File: src/rtl/regist_rs_dispatch_credit_if.sv
// Dispatch bundle interface between the scheduling stage and the
// reservation-station dispatcher. It carries the order bundle, the per-RS
// release counts, the stall back-pressure, the write strobes and the credit status.
interface regist_rs_dispatch_credit_if #(
  parameter int P_ORDERS = 2,
  parameter int P_CNT_W  = 4,
  parameter int P_REL_W  = 2
);
  logic                  iORDER_LOCK;
  logic [P_ORDERS-1:0]   iORDER_VALID;
  logic [3*P_ORDERS-1:0] iORDER_CLASS;
  logic [4*P_REL_W-1:0]  iRS_RELEASE;
  logic                  oSTALL;
  logic [4*P_ORDERS-1:0] oRS_VALID;
  logic [4*P_CNT_W-1:0]  oRS_FREE;
  logic                  oCREDIT_ERR;

  // Upstream side: issues bundles and releases, and observes dispatch results.
  modport master (
    output iORDER_LOCK, iORDER_VALID, iORDER_CLASS, iRS_RELEASE,
    input  oSTALL, oRS_VALID, oRS_FREE, oCREDIT_ERR
  );

  // Dispatcher side.
  modport slave (
    input  iORDER_LOCK, iORDER_VALID, iORDER_CLASS, iRS_RELEASE,
    output oSTALL, oRS_VALID, oRS_FREE, oCREDIT_ERR
  );
endinterface

File: src/rtl/regist_rs_dispatch_credit.sv
// Reservation-station dispatcher with credit tracking.
// Routes up to P_ORDERS orders per cycle into four reservation stations:
// RS0 branch, RS1 mul/div plus overflow ALU, RS2 ALU, RS3 load/store.
// A bundle dispatches whole or not at all. Free entries are tracked with
// one credit counter per RS, and ALU orders are balanced between RS1 and RS2
// using credits that are already tentatively consumed within the same bundle.
module regist_rs_dispatch_credit #(
  parameter int P_ORDERS = 2,
  parameter int P_DEPTH  = 8,
  parameter int P_CNT_W  = 4,
  parameter int P_REL_W  = 2
) (
  input logic                        iCLOCK,
  input logic                        inRESET,
  input logic                        iRESET_SYNC,
  regist_rs_dispatch_credit_if.slave bus
);

  localparam int NUM_RS = 4;
  // The tentative arithmetic is signed. It has room for "one below zero" and
  // for "count plus release" before the clamp.
  localparam int TW = ((P_CNT_W > P_REL_W) ? P_CNT_W : P_REL_W) + 2;

  localparam logic [2:0] CLS_BRANCH = 3'd1;
  localparam logic [2:0] CLS_ALU    = 3'd2;
  localparam logic [2:0] CLS_MULDIV = 3'd3;
  localparam logic [2:0] CLS_LDST   = 3'd4;

  localparam logic [1:0] RS_BRANCH = 2'd0;
  localparam logic [1:0] RS_MULALU = 2'd1;
  localparam logic [1:0] RS_ALU    = 2'd2;
  localparam logic [1:0] RS_LDST   = 2'd3;

  localparam logic signed [TW-1:0]  ONE_CREDIT = TW'(1);
  localparam logic signed [TW-1:0]  DEPTH_T    = TW'(P_DEPTH);
  localparam logic [P_CNT_W-1:0]    DEPTH_C    = P_CNT_W'(P_DEPTH);

  // Zero-extend a credit count into the signed tentative domain.
  function automatic logic signed [TW-1:0] widenCnt(input logic [P_CNT_W-1:0] cnt);
    return $signed({{(TW-P_CNT_W){1'b0}}, cnt});
  endfunction

  // Zero-extend a release count into the signed tentative domain.
  function automatic logic signed [TW-1:0] widenRel(input logic [P_REL_W-1:0] rel);
    return $signed({{(TW-P_REL_W){1'b0}}, rel});
  endfunction

  logic [P_CNT_W-1:0]    creditCnt_r [NUM_RS];
  logic [4*P_ORDERS-1:0] rsValid_r;
  logic                  creditErr_r;

  logic signed [TW-1:0]  tentFree_s [NUM_RS];
  logic [4*P_ORDERS-1:0] route_s;
  logic                  fit_s;
  logic                  bundle_s;
  logic                  accept_s;
  logic [P_CNT_W-1:0]    cntNext_s [NUM_RS];
  logic                  overflow_s;

  // Route each order in age order, consuming tentative credits as it goes.
  always_comb begin
    logic [1:0] rsSel;
    logic       takes;
    for (int n = 0; n < NUM_RS; n++) begin
      tentFree_s[n] = widenCnt(creditCnt_r[n]);
    end
    route_s = '0;
    for (int i = 0; i < P_ORDERS; i++) begin
      rsSel = RS_BRANCH;
      takes = 1'b0;
      if (bus.iORDER_VALID[i]) begin
        case (bus.iORDER_CLASS[3*i +: 3])
          CLS_BRANCH: begin
            rsSel = RS_BRANCH;
            takes = 1'b1;
          end
          CLS_ALU: begin
            takes = 1'b1;
            // A tie goes to the dedicated ALU station.
            if (tentFree_s[RS_MULALU] > tentFree_s[RS_ALU]) begin
              rsSel = RS_MULALU;
            end else begin
              rsSel = RS_ALU;
            end
          end
          CLS_MULDIV: begin
            rsSel = RS_MULALU;
            takes = 1'b1;
          end
          CLS_LDST: begin
            rsSel = RS_LDST;
            takes = 1'b1;
          end
          default: begin
            rsSel = RS_BRANCH;
            takes = 1'b0;
          end
        endcase
      end else begin
        takes = 1'b0;
      end
      if (takes) begin
        tentFree_s[rsSel]            = tentFree_s[rsSel] - ONE_CREDIT;
        route_s[4*i + int'(rsSel)]   = 1'b1;
      end else begin
        route_s[4*i + int'(rsSel)]   = 1'b0;
      end
    end
  end

  // The bundle fits only if no station's tentative credit went negative.
  always_comb begin
    fit_s = 1'b1;
    for (int n = 0; n < NUM_RS; n++) begin
      if (tentFree_s[n][TW-1]) begin
        fit_s = 1'b0;
      end else begin
        fit_s = fit_s;
      end
    end
  end

  assign bundle_s = ~bus.iORDER_LOCK & (|bus.iORDER_VALID);
  assign accept_s = bundle_s & fit_s & ~iRESET_SYNC;

  // Next credit per station: dispatch and release both apply; clamp on overflow.
  always_comb begin
    logic signed [TW-1:0] sum;
    overflow_s = 1'b0;
    for (int n = 0; n < NUM_RS; n++) begin
      if (accept_s) begin
        sum = tentFree_s[n];
      end else begin
        sum = widenCnt(creditCnt_r[n]);
      end
      sum = sum + widenRel(bus.iRS_RELEASE[n*P_REL_W +: P_REL_W]);
      if (sum > DEPTH_T) begin
        cntNext_s[n] = DEPTH_C;
        overflow_s   = 1'b1;
      end else begin
        cntNext_s[n] = sum[P_CNT_W-1:0];
      end
    end
  end

  // Credit counters, the registered write strobes and the sticky credit error.
  always_ff @(posedge iCLOCK or negedge inRESET) begin
    if (!inRESET) begin
      for (int n = 0; n < NUM_RS; n++) begin
        creditCnt_r[n] <= DEPTH_C;
      end
      rsValid_r   <= '0;
      creditErr_r <= 1'b0;
    end else if (iRESET_SYNC) begin
      for (int n = 0; n < NUM_RS; n++) begin
        creditCnt_r[n] <= DEPTH_C;
      end
      rsValid_r   <= '0;
      creditErr_r <= 1'b0;
    end else begin
      for (int n = 0; n < NUM_RS; n++) begin
        creditCnt_r[n] <= cntNext_s[n];
      end
      rsValid_r   <= accept_s ? route_s : '0;
      creditErr_r <= creditErr_r | overflow_s;
    end
  end

  // Pack the per-station credit counts onto the free-count bus.
  always_comb begin
    bus.oRS_FREE = '0;
    for (int n = 0; n < NUM_RS; n++) begin
      bus.oRS_FREE[n*P_CNT_W +: P_CNT_W] = creditCnt_r[n];
    end
  end

  assign bus.oSTALL      = bundle_s & ~fit_s;
  assign bus.oRS_VALID   = rsValid_r;
  assign bus.oCREDIT_ERR = creditErr_r;

endmodule

File: src/flat_wrapper.sv
// flat-port wrapper written by rule: the top's interface ports become plain ports
module regist_rs_dispatch_credit_flat 
#(
  parameter int P_ORDERS = 2,
  parameter int P_DEPTH  = 8,
  parameter int P_CNT_W  = 4,
  parameter int P_REL_W  = 2
)
  (iCLOCK, inRESET, iRESET_SYNC, bus_iORDER_LOCK, bus_iORDER_VALID, bus_iORDER_CLASS, bus_iRS_RELEASE, bus_oSTALL, bus_oRS_VALID, bus_oRS_FREE, bus_oCREDIT_ERR);
  regist_rs_dispatch_credit_if #(.P_ORDERS(P_ORDERS), .P_CNT_W(P_CNT_W), .P_REL_W(P_REL_W)) bus_i ();
  input logic iCLOCK;
  input logic inRESET;
  input logic iRESET_SYNC;
  input wire logic [$bits(bus_i.iORDER_LOCK)-1:0] bus_iORDER_LOCK;
  input wire logic [$bits(bus_i.iORDER_VALID)-1:0] bus_iORDER_VALID;
  input wire logic [$bits(bus_i.iORDER_CLASS)-1:0] bus_iORDER_CLASS;
  input wire logic [$bits(bus_i.iRS_RELEASE)-1:0] bus_iRS_RELEASE;
  output wire logic [$bits(bus_i.oSTALL)-1:0] bus_oSTALL;
  output wire logic [$bits(bus_i.oRS_VALID)-1:0] bus_oRS_VALID;
  output wire logic [$bits(bus_i.oRS_FREE)-1:0] bus_oRS_FREE;
  output wire logic [$bits(bus_i.oCREDIT_ERR)-1:0] bus_oCREDIT_ERR;
  assign bus_i.iORDER_LOCK = bus_iORDER_LOCK;
  assign bus_i.iORDER_VALID = bus_iORDER_VALID;
  assign bus_i.iORDER_CLASS = bus_iORDER_CLASS;
  assign bus_i.iRS_RELEASE = bus_iRS_RELEASE;
  assign bus_oSTALL = bus_i.oSTALL;
  assign bus_oRS_VALID = bus_i.oRS_VALID;
  assign bus_oRS_FREE = bus_i.oRS_FREE;
  assign bus_oCREDIT_ERR = bus_i.oCREDIT_ERR;
  regist_rs_dispatch_credit #(.P_ORDERS(P_ORDERS), .P_DEPTH(P_DEPTH), .P_CNT_W(P_CNT_W), .P_REL_W(P_REL_W)) u_core (.iCLOCK(iCLOCK), .inRESET(inRESET), .iRESET_SYNC(iRESET_SYNC), .bus(bus_i));
endmodule
File: config.mk
export PLATFORM = sky130hd
export DESIGN_NAME = regist_rs_dispatch_credit_flat
export DESIGN_NICKNAME = d
export VERILOG_FILES = /design/src/rtl/regist_rs_dispatch_credit_if.sv /design/src/rtl/regist_rs_dispatch_credit.sv /design/src/flat_wrapper.sv
export SDC_FILE = /design/constraint.sdc
export NUM_CORES = 1
export LEC_CHECK = 0
export ABC_CLOCK_PERIOD_IN_PS = 13000
export CAP_MARGIN = 20
export CORE_MARGIN = 2
export CORE_UTILIZATION = 60
export CTS_CLUSTER_DIAMETER = 50
export DETAILED_ROUTE_END_ITERATION = 6
export PLACE_DENSITY = 0.94
export SKIP_LAST_GASP = 1
export SLEW_MARGIN = 20
export SYNTH_ARGS = -nofsm -noshare
export SYNTH_HDL_FRONTEND = slang
export SYNTH_SLANG_ARGS = --single-unit
File: constraint.sdc
create_clock -name iCLOCK -period 13 [get_ports iCLOCK]
set_input_delay 1.3 -clock iCLOCK [delete_from_list [all_inputs] [get_ports iCLOCK]]
set_output_delay 1.3 -clock iCLOCK [all_outputs]
set_load 0.01 [all_outputs]
# Yosys cells after proc, flatten, opt, wreduce, memory -nomap -nowiden
# Cells that the tools add are included.
totals:
  reg_bits: 25
  inputBits: 20
  out_inout_bits: 26
  wordCells: 105
op_classes:
  addsub: 7
  magnitude_cmp: 14
  eq_ne: 8
  muxes: 50
  bitwise_logic: 13
  reduce_logical: 7
op_table:
  columns: ["operator", "count"]
  rows:
  - ["6-bit 2-to-1 mux", 10]
  - ["24-bit bitwise mux", 2]
  - ["24-bit 2-to-1 mux", 2]
  - ["32-bit by 1-bit >= comparator with 1-bit output (second input constant)", 1]
  - ["32-bit by 5-bit less-than comparator with 1-bit output (second input constant)", 1]
  - ["6-bit by 3-bit adder with 6-bit output", 4]
  - ["6-bit binary-select mux with 2-bit select", 2]
  - ["6-bit demux with 2-bit select", 2]
  - ["6-bit by 5-bit greater-than comparator with 1-bit output (second input constant)", 4]
  - ["8-bit 2-to-1 mux", 3]
  - ["4-bit 2-to-1 mux", 5]
  - ["16-bit 2-to-1 mux", 1]
  - ["1-bit 2-to-1 mux", 15]
  - ["3-bit by 2-bit == test with 1-bit output (second input constant)", 4]
  - ["2-bit case mux with 3 select lines", 2]
  - ["6-bit by 2-bit subtractor with 6-bit output (second input constant)", 2]
  - ["4-bit by 8-bit AND with 8-bit output", 1]
  - ["2-bit 2-to-1 mux", 4]
  - ["8-bit NOT", 1]
  - ["4-bit by 8-bit OR with 8-bit output", 1]
  - ["4-bit OR reduction", 2]
  - ["3-bit by 1-bit == test with 1-bit output (second input constant)", 2]
  - ["3-bit == test (second input constant)", 2]
  - ["3-bit >= comparator (second input constant)", 2]
  - ["14 further kinds", 24]

# Logic depth before layout (Yosys ltp)
# Gate-level depths: netlist (run 1).
logic_depth:
  depth_word: 37
  ltp_mapped: 41
  depth_no_buf: 36

# Worst setup path before layout (run 1)
# OpenSTA, ideal clock, no wires.
synth_path:
  kind: "in2reg"
  startpoint: "input port bus_iORDER_CLASS[2]"
  endpoint: "register u_core.creditErr_r (netlist: u_core.bus.oCREDIT_ERR)"
  setup_time_ps: 88
  t_arrival_ps: 8494
  t_required_ps: 12912
  path_slack_ps: 4417
  path_stages: 36
  path_buffers: 5
  path_cell_list: "buf_2 > nor3b_2 > a21o_1 > or3_4 > mux2i_1 > a211oi_2 > inv_2 > ha_1 > clkbuf_1 > inv_1 > nor4_1 > nand3_1 > ha_1 > nand3_1 > o21bai_1 > a31oi_1 > nor2_1 > a221o_1 > nand2_1 > a311o_1 > a2111oi_4 > or2_1 > buf_4 > buf_2 > buf_1 > o22ai_1 > ha_1 > inv_1 > fa_1 > nand2_1 > nor2_1 > a311o_1 > a311oi_1 > nor3b_1 > o21a_1 > a41oi_1"
synth_between:
  elab_chain_cells: 36
  word_cells_on_any_way: 61
  cone_classes: "add/sub (6); order compare (9); eq/ne (4); mux (34); bitwise (5); reduce/logical (3)"
synth_lines:
  columns: ["item", "line", "text"]
  rows:
  - ["from (decl)", "flat_wrapper.sv:16", "input wire logic [$bits(bus_i.iORDER_CLASS)-1:0] bus_iORDER_CLASS;"]
  - ["3-bit == test / 3-bit by 2-bit == test with 1-bit output (equally long branches)", "regist_rs_dispatch_credit.sv:72", "case (bus.iORDER_CLASS[3*i +: 3])"]
  - ["2-bit case mux with 3 select lines", "regist_rs_dispatch_credit.sv:72", null]
  - ["2-bit 2-to-1 mux", "regist_rs_dispatch_credit.sv:71", "if (bus.iORDER_VALID[i]) begin"]
  - ["2-bit NOT with 3-bit output (implied by the code)", "regist_rs_dispatch_credit.sv:103", "tentFree_s[rsSel] = tentFree_s[rsSel] - ONE_CREDIT;"]
  - ["6-bit binary-select mux with 2-bit select, or another cell as far along", "regist_rs_dispatch_credit.sv:103", null]
  - ["6-bit 2-to-1 mux (implied by the code) / 1-bit logical AND (equally long branches)", "regist_rs_dispatch_credit.sv:103", null]
  - ["6-bit 2-to-1 mux (implied by the code)", "regist_rs_dispatch_credit.sv:103", null]
  - ["6-bit by 2-bit subtractor with 6-bit output / 6-bit demux with 2-bit select (equally long branches)", "regist_rs_dispatch_credit.sv:103", null]
  - ["[17 not listed]", null, null]
  - ["1-bit AND (2 in a row)", "regist_rs_dispatch_credit.sv:124", "assign accept_s = bundle_s & fit_s & ~iRESET_SYNC;"]
  - ["6-bit 2-to-1 mux", "regist_rs_dispatch_credit.sv:131", "if (accept_s) begin"]
  - ["6-bit by 3-bit adder with 6-bit output", "regist_rs_dispatch_credit.sv:136", "sum = sum + widenRel(bus.iRS_RELEASE[n*P_REL_W +: P_REL_W]);"]
  - ["6-bit by 5-bit greater-than comparator with 1-bit output", "regist_rs_dispatch_credit.sv:137", "if (sum > DEPTH_T) begin"]
  - ["1-bit 2-to-1 mux (3 in a row)", "regist_rs_dispatch_credit.sv:137", null]
  - ["1-bit 2-to-1 mux (*)", "regist_rs_dispatch_credit.sv:137", null]
  - ["1-bit OR (*)", "regist_rs_dispatch_credit.sv:165", "creditErr_r <= creditErr_r | overflow_s;"]
  - ["1-bit 2-to-1 mux (*)", "regist_rs_dispatch_credit.sv:154", "end else if (iRESET_SYNC) begin"]
  - ["to (signal assigned)", "regist_rs_dispatch_credit.sv:165", null]
  - ["to (decl)", "regist_rs_dispatch_credit.sv:50", "logic creditErr_r;"]
# Every way passes the cells marked *; elsewhere a longest branch is shown, timed or not. The select of a mux whose other input is x is not followed.

# Final worst setup path (run 1)
layout_path:
  startpoint: "input port bus_iORDER_CLASS[1]"
  endpoint: "register u_core.creditCnt_r (netlist bit u_core.bus.oRS_FREE[7])"
layout_between:
  elab_chain_cells: 32
  word_cells_on_any_way: 48
  cone_classes: "add/sub (3); order compare (6); eq/ne (4); mux (28); bitwise (4); reduce/logical (3)"
layout_lines:
  columns: ["item", "line", "text"]
  rows:
  - ["3-bit == test / 3-bit by 2-bit == test with 1-bit output (equally long branches)", "regist_rs_dispatch_credit.sv:72", null]
  - ["2-bit case mux with 3 select lines", "regist_rs_dispatch_credit.sv:72", null]
  - ["2-bit 2-to-1 mux", "regist_rs_dispatch_credit.sv:71", null]
  - ["2-bit NOT with 3-bit output (implied by the code)", "regist_rs_dispatch_credit.sv:103", null]
  - ["6-bit binary-select mux with 2-bit select, or another cell as far along", "regist_rs_dispatch_credit.sv:103", null]
  - ["6-bit 2-to-1 mux (implied by the code) / 1-bit logical AND (equally long branches)", "regist_rs_dispatch_credit.sv:103", null]
  - ["6-bit 2-to-1 mux (implied by the code)", "regist_rs_dispatch_credit.sv:103", null]
  - ["6-bit by 2-bit subtractor with 6-bit output / 6-bit demux with 2-bit select (equally long branches)", "regist_rs_dispatch_credit.sv:103", null]
  - ["[12 not listed]", null, null]
  - ["24-bit 2-to-1 mux (*)", "regist_rs_dispatch_credit.sv:102", "if (takes) begin"]
  - ["1-bit 2-to-1 mux (4 in a row)", "regist_rs_dispatch_credit.sv:115", "if (tentFree_s[n][TW-1]) begin"]
  - ["1-bit AND (2 in a row)", "regist_rs_dispatch_credit.sv:124", null]
  - ["6-bit 2-to-1 mux (*)", "regist_rs_dispatch_credit.sv:131", null]
  - ["6-bit by 3-bit adder with 6-bit output (*)", "regist_rs_dispatch_credit.sv:136", null]
  - ["6-bit by 5-bit greater-than comparator with 1-bit output", "regist_rs_dispatch_credit.sv:137", null]
  - ["4-bit 2-to-1 mux (*)", "regist_rs_dispatch_credit.sv:137", null]
  - ["16-bit 2-to-1 mux (*)", "regist_rs_dispatch_credit.sv:154", null]
  - ["to (signal, indexed assignment)", "regist_rs_dispatch_credit.sv:162", "creditCnt_r[n] <= cntNext_s[n];"]
  - ["to (decl)", "regist_rs_dispatch_credit.sv:48", "logic [P_CNT_W-1:0] creditCnt_r [NUM_RS];"]
# Marks and branches as above.

==> results of run 1 <==
## worst max-delay path, delay by kind of cell
family / cells / cell delay, ns
AOI/OAI and AO/OA: 13 / 3.74
buffers and inverters: 4 / 1.07
and+or+nand+nor: 12 / 2.70
adders and majority gates: 4 / 1.41
## area by class of cell
type,count,share of cell area [%]
clock inverter,1,0.221
inverter,33,3.12
multi-input combinational,367,65.5
clock buffer,3,1.04
sequential,25,15.9
timing repair buffer,49,12.0
tap,72,2.27
## registers in the layout, summed over array words and instances, names as in the netlist
signal                  count
u_core.bus.oCREDIT_ERR      1
u_core.bus.oRS_FREE        16
u_core.bus.oRS_VALID        8
## how the worst max path moves through the flow
stage	slack (ns)	endpoint	cells past startpoint
detailed placement	2.97	u_core.bus.oRS_FREE[7]$_DFF_PN1_	33
finish	2.97	u_core.bus.oRS_FREE[7]$_DFF_PN1_	33
CTS	3.23	u_core.bus.oRS_FREE[7]$_DFF_PN1_	33
floorplan	4.42	u_core.bus.oCREDIT_ERR$_DFF_PN0_	36
global route	2.41	u_core.bus.oRS_FREE[7]$_DFF_PN1_	33
global placement	3.17	u_core.bus.oRS_FREE[7]$_DFF_PN1_	33
## through the flow
stage,area (µm²),utilization [%]
final,3970,71.7
after global routing,3970,71.7
after CTS,3980,71.7
after detailed placement,3930,70.8
after global placement,3930,70.8
after floorplan,3460,-
## power by group through the flow
stage / combinational (W) / sequential, W / clock [W]
final: 0.000157 / 0.0000856 / 0.0000519
after global routing: 0.000169 / 0.0000856 / 0.0000543
after CTS: 0.000152 / 0.0000851 / 0.0000507
after detailed placement: 0.000150 / 0.0000865 / 0
after global placement: 0.000147 / 0.0000866 / 0
after floorplan: 0.000109 / 0.0000856 / 0
## logic make-up (layout without fill, tap and decap cells)
kind of cell    count (synthesis)  in the layout  share of synthesized area (%)
mux                             8              8                           2.35
flops                          25             25                           18.2
xor+xnor                       18             18                           4.78
simple gates                  179            179                           28.2
buf+inv                        54             86                           6.70
fa+ha+maj                      24             24                           9.56
compound gates                138            138                           30.1
## placed cells by master (no fill, tap or decap), drive strengths merged, types with 11 or more instances in the layout
cell / synthesis / layout
ha: 20 / 20
nand2: 37 / 37
xnor2: 15 / 15
nand3: 11 / 11
a21oi: 20 / 20
nor2: 58 / 58
inv: 33 / 34
a31oi: 11 / 11
dfrtp: 21 / 21
clkdlybuf4s50: 0 / 44
o21ai: 23 / 23
## layer usage
metal  share of wire [%]  vias up  GRT usage, %
met5                   0        -             0
met1                  36     1825          50.7
met3                  12       93          8.37
li1                    -     1740             -
met4                 7.1        0          21.2
met2                  45      311          64.9
==> results.toml, run 1 <==
[job]
max_cap_viol_count = 0

[place]
place_congestion = 1.13
dp_cells = 546
dp_hpwl_um = 9790
portBuffers = 45
place_ws_ns = 2.97

[cells_and_area]
register_area_um2 = 631
multi_input_area_um2 = 2600
layout.nets = 523
layout-drive-gt1-share_pct = 8.37
n_fill_cell = 465
antenna_cells = 0
syn_to_final_growth_pct = 14.9
finalNonFillerCells = 550

[synthesis]
synth_edf_count = 0
ys_async_sr_fraction_pct = 100
ys_types = 86
synth.top_cells.by_area = "dfrtp_1, ha_1, nor2_1, nand2_1, xnor2_1"
yosys.area.top_type = "dfrtp_1"
synthesis.nets = 490
yosysTopAreaCellShare_pct = 15.2
synth_area_um2 = 3460
synth-warning-count = 0
ys.flop_type = "dfrtp_1"
seq_area_frac_synth_pct = 18.2
synth_commonest_cells = "nor2_1, nand2_1, inv_1, dfrtp_1"
syn_inst = 446
post-synth-top-count-cell = "nor2_1"
syn_area_per_cell_um2 = 7.75
ys_ff_latch = 25

[route]
firstDrtPassIters = 7
drc = 0
drt-total-wl_um = 12500
routedWlPerCell_um = 22.8
drt_iter0_drc = 515
antenna_left = 0
vias = 3969
routed_via_density = 7.22

[floorplanning]
io_pins = 46
die_h_um = 79.9
core_um2 = 5540
start_util_pct = 62.4
rows = 27
die_w_um = 79.9
dieArea_um2 = 6380

[clocking]
post_cts_buffers = 0
clockRootBuffer = "clkbuf_8"
cts-buffers-inserted = 3
clk_path_buf_depth = 2
cts_resized = 0
clk_pin_slew_ns = 0.11
numClockSinks = 25
cts_tree = "yes"
cts_hold_buf = 0
cts-htree-levels = 1
worstSkewPairLatency_ns = 0.29

[pwr]
finalPower_w = 0.000294
p_comb_share_pct = 53.3
power_switching_w = 0.000131
power_leakage_nw = 1.61
clkPwrFrac_pct = 17.7
ir_worst_vdd_uv = 66.5
p_seq_share_pct = 29.1
p_sw_share_pct = 44.6
p_int_w = 0.000163
power_density_nw_per_um2 = 74.1

[worst_setup_path]
startpoint = "bus_iORDER_CLASS[1]"
cp.required_ns = 13.23
reg2reg_setup_slack_ns = 3.52
cpMaxStageDelayCell = "clkdlybuf4s50_1"
reg2regPathDepth = 34
critPathCaptureType = "register"
worstReg2RegEnd = "u_core.bus.oRS_FREE[7]$_DFF_PN1_"
critPathMaxFanout = 13
worstSetupPathType = "primary input to register"
crit_path_start_kind = "primary input"
rr_startpoint = "u_core.bus.oRS_FREE[9]$_DFF_PN0_"
cpPeakStageDelay_ns = 0.72
critPathArrivalTime_ns = 10.26

[sta]
timing.hold.ws_ns = 0.800
period_needed_ns = 10.03
setup_tns_ns = 0
hold_viol = 0
maxSlewViolCount = 0
rsz0062_at_grt = "no"
layout_setup_ws_ns = 2.97
finalClockSkew_ns = 0.0102
setup_viol = 0
period_share_pct = 77.2
maxSlewHeadroom_pct = 49.9
worst_pin_slew_ns = 0.744
max_freq_mhz = 99.7

[global_routing]
grt_pass1_vias = 3887
grtUsageTotal_pct = 40.4
antenna_found_initial = 0
grt_max_degree = 26
overflow = 0
grt_pass1_wl_um = 19900

[outcome]
outcome = "complete, no violations"

[min_path]
holdPathEnd = "u_core.bus.oRS_FREE[7]$_DFF_PN1_"
min_from = "u_core.bus.oRS_FREE[7]$_DFF_PN1_"
min_path_cells = 2
min_path_type = "register to register"
(Power assumes the default switching activity.)
==> run 2, diff against run 1 <==
Settings changed: ABC_CLOCK_PERIOD_IN_PS 13000 to 10200, CORE_UTILIZATION 60 to 57, PLACE_DENSITY 0.94 to 0.9.
Clock period 13 ns to 10.2 ns, I/O delays scaled along.
==> results.toml, run 2 (synthesis results as in run 1) <==
[floorplanning]
dieArea_um2 = 6700
die_h_um = 81.9
start_util_pct = 58.7
core_um2 = 5890
io_pins = 46
rows = 28
die_w_um = 81.9

[cells_and_area]
layout.nets = 530
largest_reg_flops = 16
syn_to_final_growth_pct = 16.3
layout_common_cells = "nor2_1, clkdlybuf4s50_1, nand2_1"
antenna_cells = 0
finalNonFillerCells = 560
layout-drive-gt1-share_pct = 9.48
multi_input_area_um2 = 2590
final_common_cell = "nor2_1"
register_area_um2 = 631
n_fill_cell = 490

[sta]
hold_viol = 0
period_needed_ns = 9.57
maxSlewViolCount = 0
max_freq_mhz = 104
maxSlewHeadroom_pct = 52.1
layout_setup_ws_ns = 0.628
timing.hold.ws_ns = 0.722
setup_tns_ns = 0
period_share_pct = 93.8
setup_viol = 0
worst_pin_slew_ns = 0.701
rsz0062_at_grt = "no"
finalClockSkew_ns = 0.00225

[clocking]
cts-buffers-inserted = 3
clk_pin_slew_ns = 0.10
cts_tree = "yes"
cts-htree-levels = 1
post_cts_buffers = 0
numClockSinks = 25
worstSkewPairLatency_ns = 0.29
clk_path_buf_depth = 2
cts_hold_buf = 0
clockRootBuffer = "clkbuf_8"
cts_resized = 0

[outcome]
outcome = "complete, no violations"

[worst_setup_path]
critPathCaptureType = "register"
rr_startpoint = "u_core.bus.oRS_FREE[11]$_DFF_PN1_"
crit_top_cell = "nand2_1"
startpoint = "bus_iORDER_CLASS[1]"
critPathMaxFanout = 21
worstSetupPathType = "primary input to register"
crit_path_start_kind = "primary input"
cp.required_ns = 10.37
cpMaxStageDelayCell = "clkdlybuf4s50_1"
critPathArrivalTime_ns = 9.74
cpPeakStageDelay_ns = 0.71

[place]
portBuffers = 45
place_congestion = 1.09
dp_cells = 556
dp_hpwl_um = 9860
place_ws_ns = 0.616

[route]
drt-total-wl_um = 12600
routed_via_density = 7.00
firstDrtPassIters = 5
routedWlPerCell_um = 22.5
vias = 3920
drt_iter0_drc = 447
drc = 0
antenna_left = 0

[global_routing]
antenna_found_initial = 0
grtUsageTotal_pct = 39.1
grt_pass1_wl_um = 19500
overflow = 0
grt_max_degree = 26
grt_pass1_vias = 3669

[pwr]
power_leakage_nw = 1.64
ir_worst_vdd_uv = 82.6
power_density_nw_per_um2 = 93.7

[min_path]
min_path_type = "primary input to asynchronous set/reset pin"

[job]
max_cap_viol_count = 0
-- run 2: cell types whose count changed in the layout (fill, tap and decap cells not counted), sizes merged --
cell	delta
buf	+7
-- run 2: routing by layer --
| metal | track usage, % | share of wire (%) | up-vias |
|---|---|---|---|
| met4 | 18.3 | 4.4 | 0 |
| met2 | 63.7 | 46 | 288 |
| li1 | - | - | 1738 |
| met1 | 49.5 | 39 | 1839 |
| met3 | 7.69 | 11 | 55 |
| met5 | 0 | 0 | - |
-- run 2: final timing paths --
| kind | depth (start not counted) | endpoint | slack (ns) |
|---|---|---|---|
| min in group iCLOCK | 2 | u_core.bus.oRS_FREE[7]$_DFF_PN1_ | 0.79 |
| max in group asynchronous | 1 | u_core.bus.oRS_FREE[8]$_DFF_PN0_ | 9.09 |
| worst max-delay path | 33 | u_core.bus.oRS_FREE[6]$_DFF_PN0_ | 0.63 |
| worst min-delay path | 1 | u_core.bus.oRS_VALID[0]$_DFF_PN0_ | 0.72 |
| worst max register to register | 34 | u_core.bus.oRS_FREE[6]$_DFF_PN0_ | 0.87 |
| worst min register to register | 2 | u_core.bus.oRS_FREE[7]$_DFF_PN1_ | 0.79 |
-- run 2: per-stage QoR --
| stage | util [%] | instance area, µm² | total power (W) |
|---|---|---|---|
| 6_report | 68.3 | 4020 | 0.000377 |
| 5_1_grt | 68.3 | 4020 | 0.000397 |
| 4_1_cts | 68.4 | 4030 | 0.000369 |
| 3_5_place_dp | 67.5 | 3980 | 0.000304 |
| 3_3_place_gp | 67.5 | 3980 | 0.000301 |
| 2_1_floorplan | - | 3460 | 0.000248 |
-- run 2: layout make-up --
type,count,share of cell area (%)
multi-input cells,367,64.5
repair buffers,56,13.1
well taps,75,2.33
clock inverters,1,0.218
inverters,33,3.08
flip-flops and latches,25,15.7
clock buffers,3,1.03
-- run 2: critical path, delay by kind of cell --
kind | cells | cell delay (ns)
buffers and inverters | 5 | 1.35
AND/OR/NAND/NOR | 14 | 2.87
AO/OA/AOI/OAI | 11 | 3.29
adder cells (fa/ha/maj) | 3 | 1.19
-- run 2: report_power, final --
part	total (W)	switching [W]	internal (W)
Clock	0.0000672	0.0000383	0.0000288
Sequential	0.000109	0.00000658	0.000102
Combinational	0.000200	0.000122	0.0000782
==> run 3, diff against run 2 <==
Settings changed: CTS_CLUSTER_SIZE set to 24, REMOVE_ABC_BUFFERS set to 1.
==> results.toml, run 3 (synthesis results as in run 1) <==
[sta]
rsz0062_at_grt = "no"
max_freq_mhz = 105
maxSlewHeadroom_pct = 34.1
worst_pin_slew_ns = 0.979
setup_viol = 0
finalClockSkew_ns = 0.0101
period_share_pct = 93.4
setup_tns_ns = 0
period_needed_ns = 9.52
hold_viol = 0
maxSlewViolCount = 0

[route]
vias = 3887
drc = 0
routedWlPerCell_um = 20.9
firstDrtPassIters = 6
antenna_left = 0
drt-total-wl_um = 11600
routed_via_density = 7.02
drt_iter0_drc = 448

[outcome]
outcome = "complete, no violations"

[floorplanning]
rows = 28
die_w_um = 81.9
io_pins = 46
start_util_pct = 58.7
dieArea_um2 = 6700
die_h_um = 81.9
core_um2 = 5890

[cells_and_area]
n_fill_cell = 514
largest_reg_flops = 16
syn_to_final_growth_pct = 15.2
final_util_pct = 67.6
finalNonFillerCells = 554
final_common_cell = "nor2_1"
layout_common_cells = "nor2_1, clkdlybuf4s50_1, nand2_1"
antenna_cells = 0
layout-drive-gt1-share_pct = 8.56
layout.nets = 524

[place]
dp_cells = 550
dp_hpwl_um = 9050
portBuffers = 45
place_congestion = 1.09

[pwr]
p_comb_share_pct = 52.6
power_switching_w = 0.000167
ir_worst_vdd_uv = 63.3
power_leakage_nw = 1.62
p_int_w = 0.000208
clkPwrFrac_pct = 18.3
p_seq_share_pct = 29.1
p_sw_share_pct = 44.4
power_density_nw_per_um2 = 94.2

[clocking]
cts-buffers-inserted = 3
cts_hold_buf = 0
clk_pin_slew_ns = 0.11
numClockSinks = 25
worstSkewPairLatency_ns = 0.29
clk_path_buf_depth = 2
cts-htree-levels = 1
clockRootBuffer = "clkbuf_8"
cts_tree = "yes"

[job]
max_cap_viol_count = 0

[worst_setup_path]
critPathMaxFanout = 13
critPathArrivalTime_ns = 9.71
critPathCaptureType = "register"
worstSetupPathType = "primary input to register"
crit_path_start_kind = "primary input"
cpMaxStageDelayCell = "nor4_1"
cp.required_ns = 10.39
cpPeakStageDelay_ns = 0.76

[global_routing]
grt_max_degree = 26
overflow = 0
grtUsageTotal_pct = 35.6
grt_pass1_vias = 3702
antenna_found_initial = 0
grt_pass1_wl_um = 18300

[min_path]
min_path_type = "primary input to asynchronous set/reset pin"
-- run 3: cell count changes in the layout (fill, tap and decap cells not counted) --
cell / change
nor4_2: +1
nor4_1: -1
buf_4: -6
-- run 3: what timing repair did --
item	CTS	global route
buffers inserted	0	0
gates resized for setup	0	1
setup endpoints to repair	0	1
-- run 3: stage by stage --
| stage | worst slack (ns) | hold slack [ns] | power (W) | area (µm²) |
|---|---|---|---|---|
| finish | 0.675 | 0.720 | 0.000375 | 3980 |
| floorplan | 2.08 | 0.680 | 0.000241 | 3350 |
| CTS | 0.863 | 0.769 | 0.000368 | 3980 |
| detailed placement | 0.586 | 0.741 | 0.000301 | 3930 |
| global placement | 0.856 | 0.729 | 0.000296 | 3930 |
| global route | 0.148 | 0.760 | 0.000394 | 3980 |
-- run 3: critical path: cells and delay by family --
kind,cells,cell delay [ns]
and+or+nand+nor,12,3.21
buffers and inverters,3,0.92
adders and majority gates,4,1.49
AOI/OAI and AO/OA,13,3.08
-- run 3: final timing paths --
path,cells after the start,to,startpoint,slack [ns]
min in group iCLOCK,2,u_core.bus.oRS_FREE[7]$_DFF_PN1_,u_core.bus.oRS_FREE[7]$_DFF_PN1_,0.78
worst max register to register,33,u_core.bus.oCREDIT_ERR$_DFF_PN0_,u_core.bus.oRS_FREE[11]$_DFF_PN1_,0.93
worst min-delay path,1,u_core.bus.oRS_FREE[0]$_DFF_PN0_,inRESET,0.72
max in group asynchronous,1,u_core.bus.oCREDIT_ERR$_DFF_PN0_,inRESET,9.06
worst max-delay path,32,u_core.bus.oCREDIT_ERR$_DFF_PN0_,bus_iORDER_CLASS[1],0.68
worst min register to register,2,u_core.bus.oRS_FREE[7]$_DFF_PN1_,u_core.bus.oRS_FREE[7]$_DFF_PN1_,0.78
-- run 3: power groups by stage --
stage               registers (W)  logic (W)  clock network, W
floorplan                0.000109   0.000132                 0
global placement         0.000110   0.000186                 0
detailed placement       0.000110   0.000191                 0
CTS                      0.000109   0.000192         0.0000675
global route             0.000109   0.000214         0.0000711
finish                   0.000109   0.000197         0.0000685
-- run 3: cell type report --
class                      count  area, µm²  share of cell area, %
sequential                    25        631                   15.8
timing repair buffer          50        483                   12.1
clock inverter                 1       8.76                  0.220
clock buffer                   3       41.3                   1.04
multi-input combinational    367       2600                   65.3
inverter                      33        124                   3.11
tap                           75       93.8                   2.36
-- run 3: metal layers --
metal	track usage [%]	share of wire, %	vias to the layer above
met5	0	0	-
met4	18.0	4.6	0
met3	5.16	9.8	51
met2	58.0	45	258
met1	45.8	40	1843
li1	-	-	1735
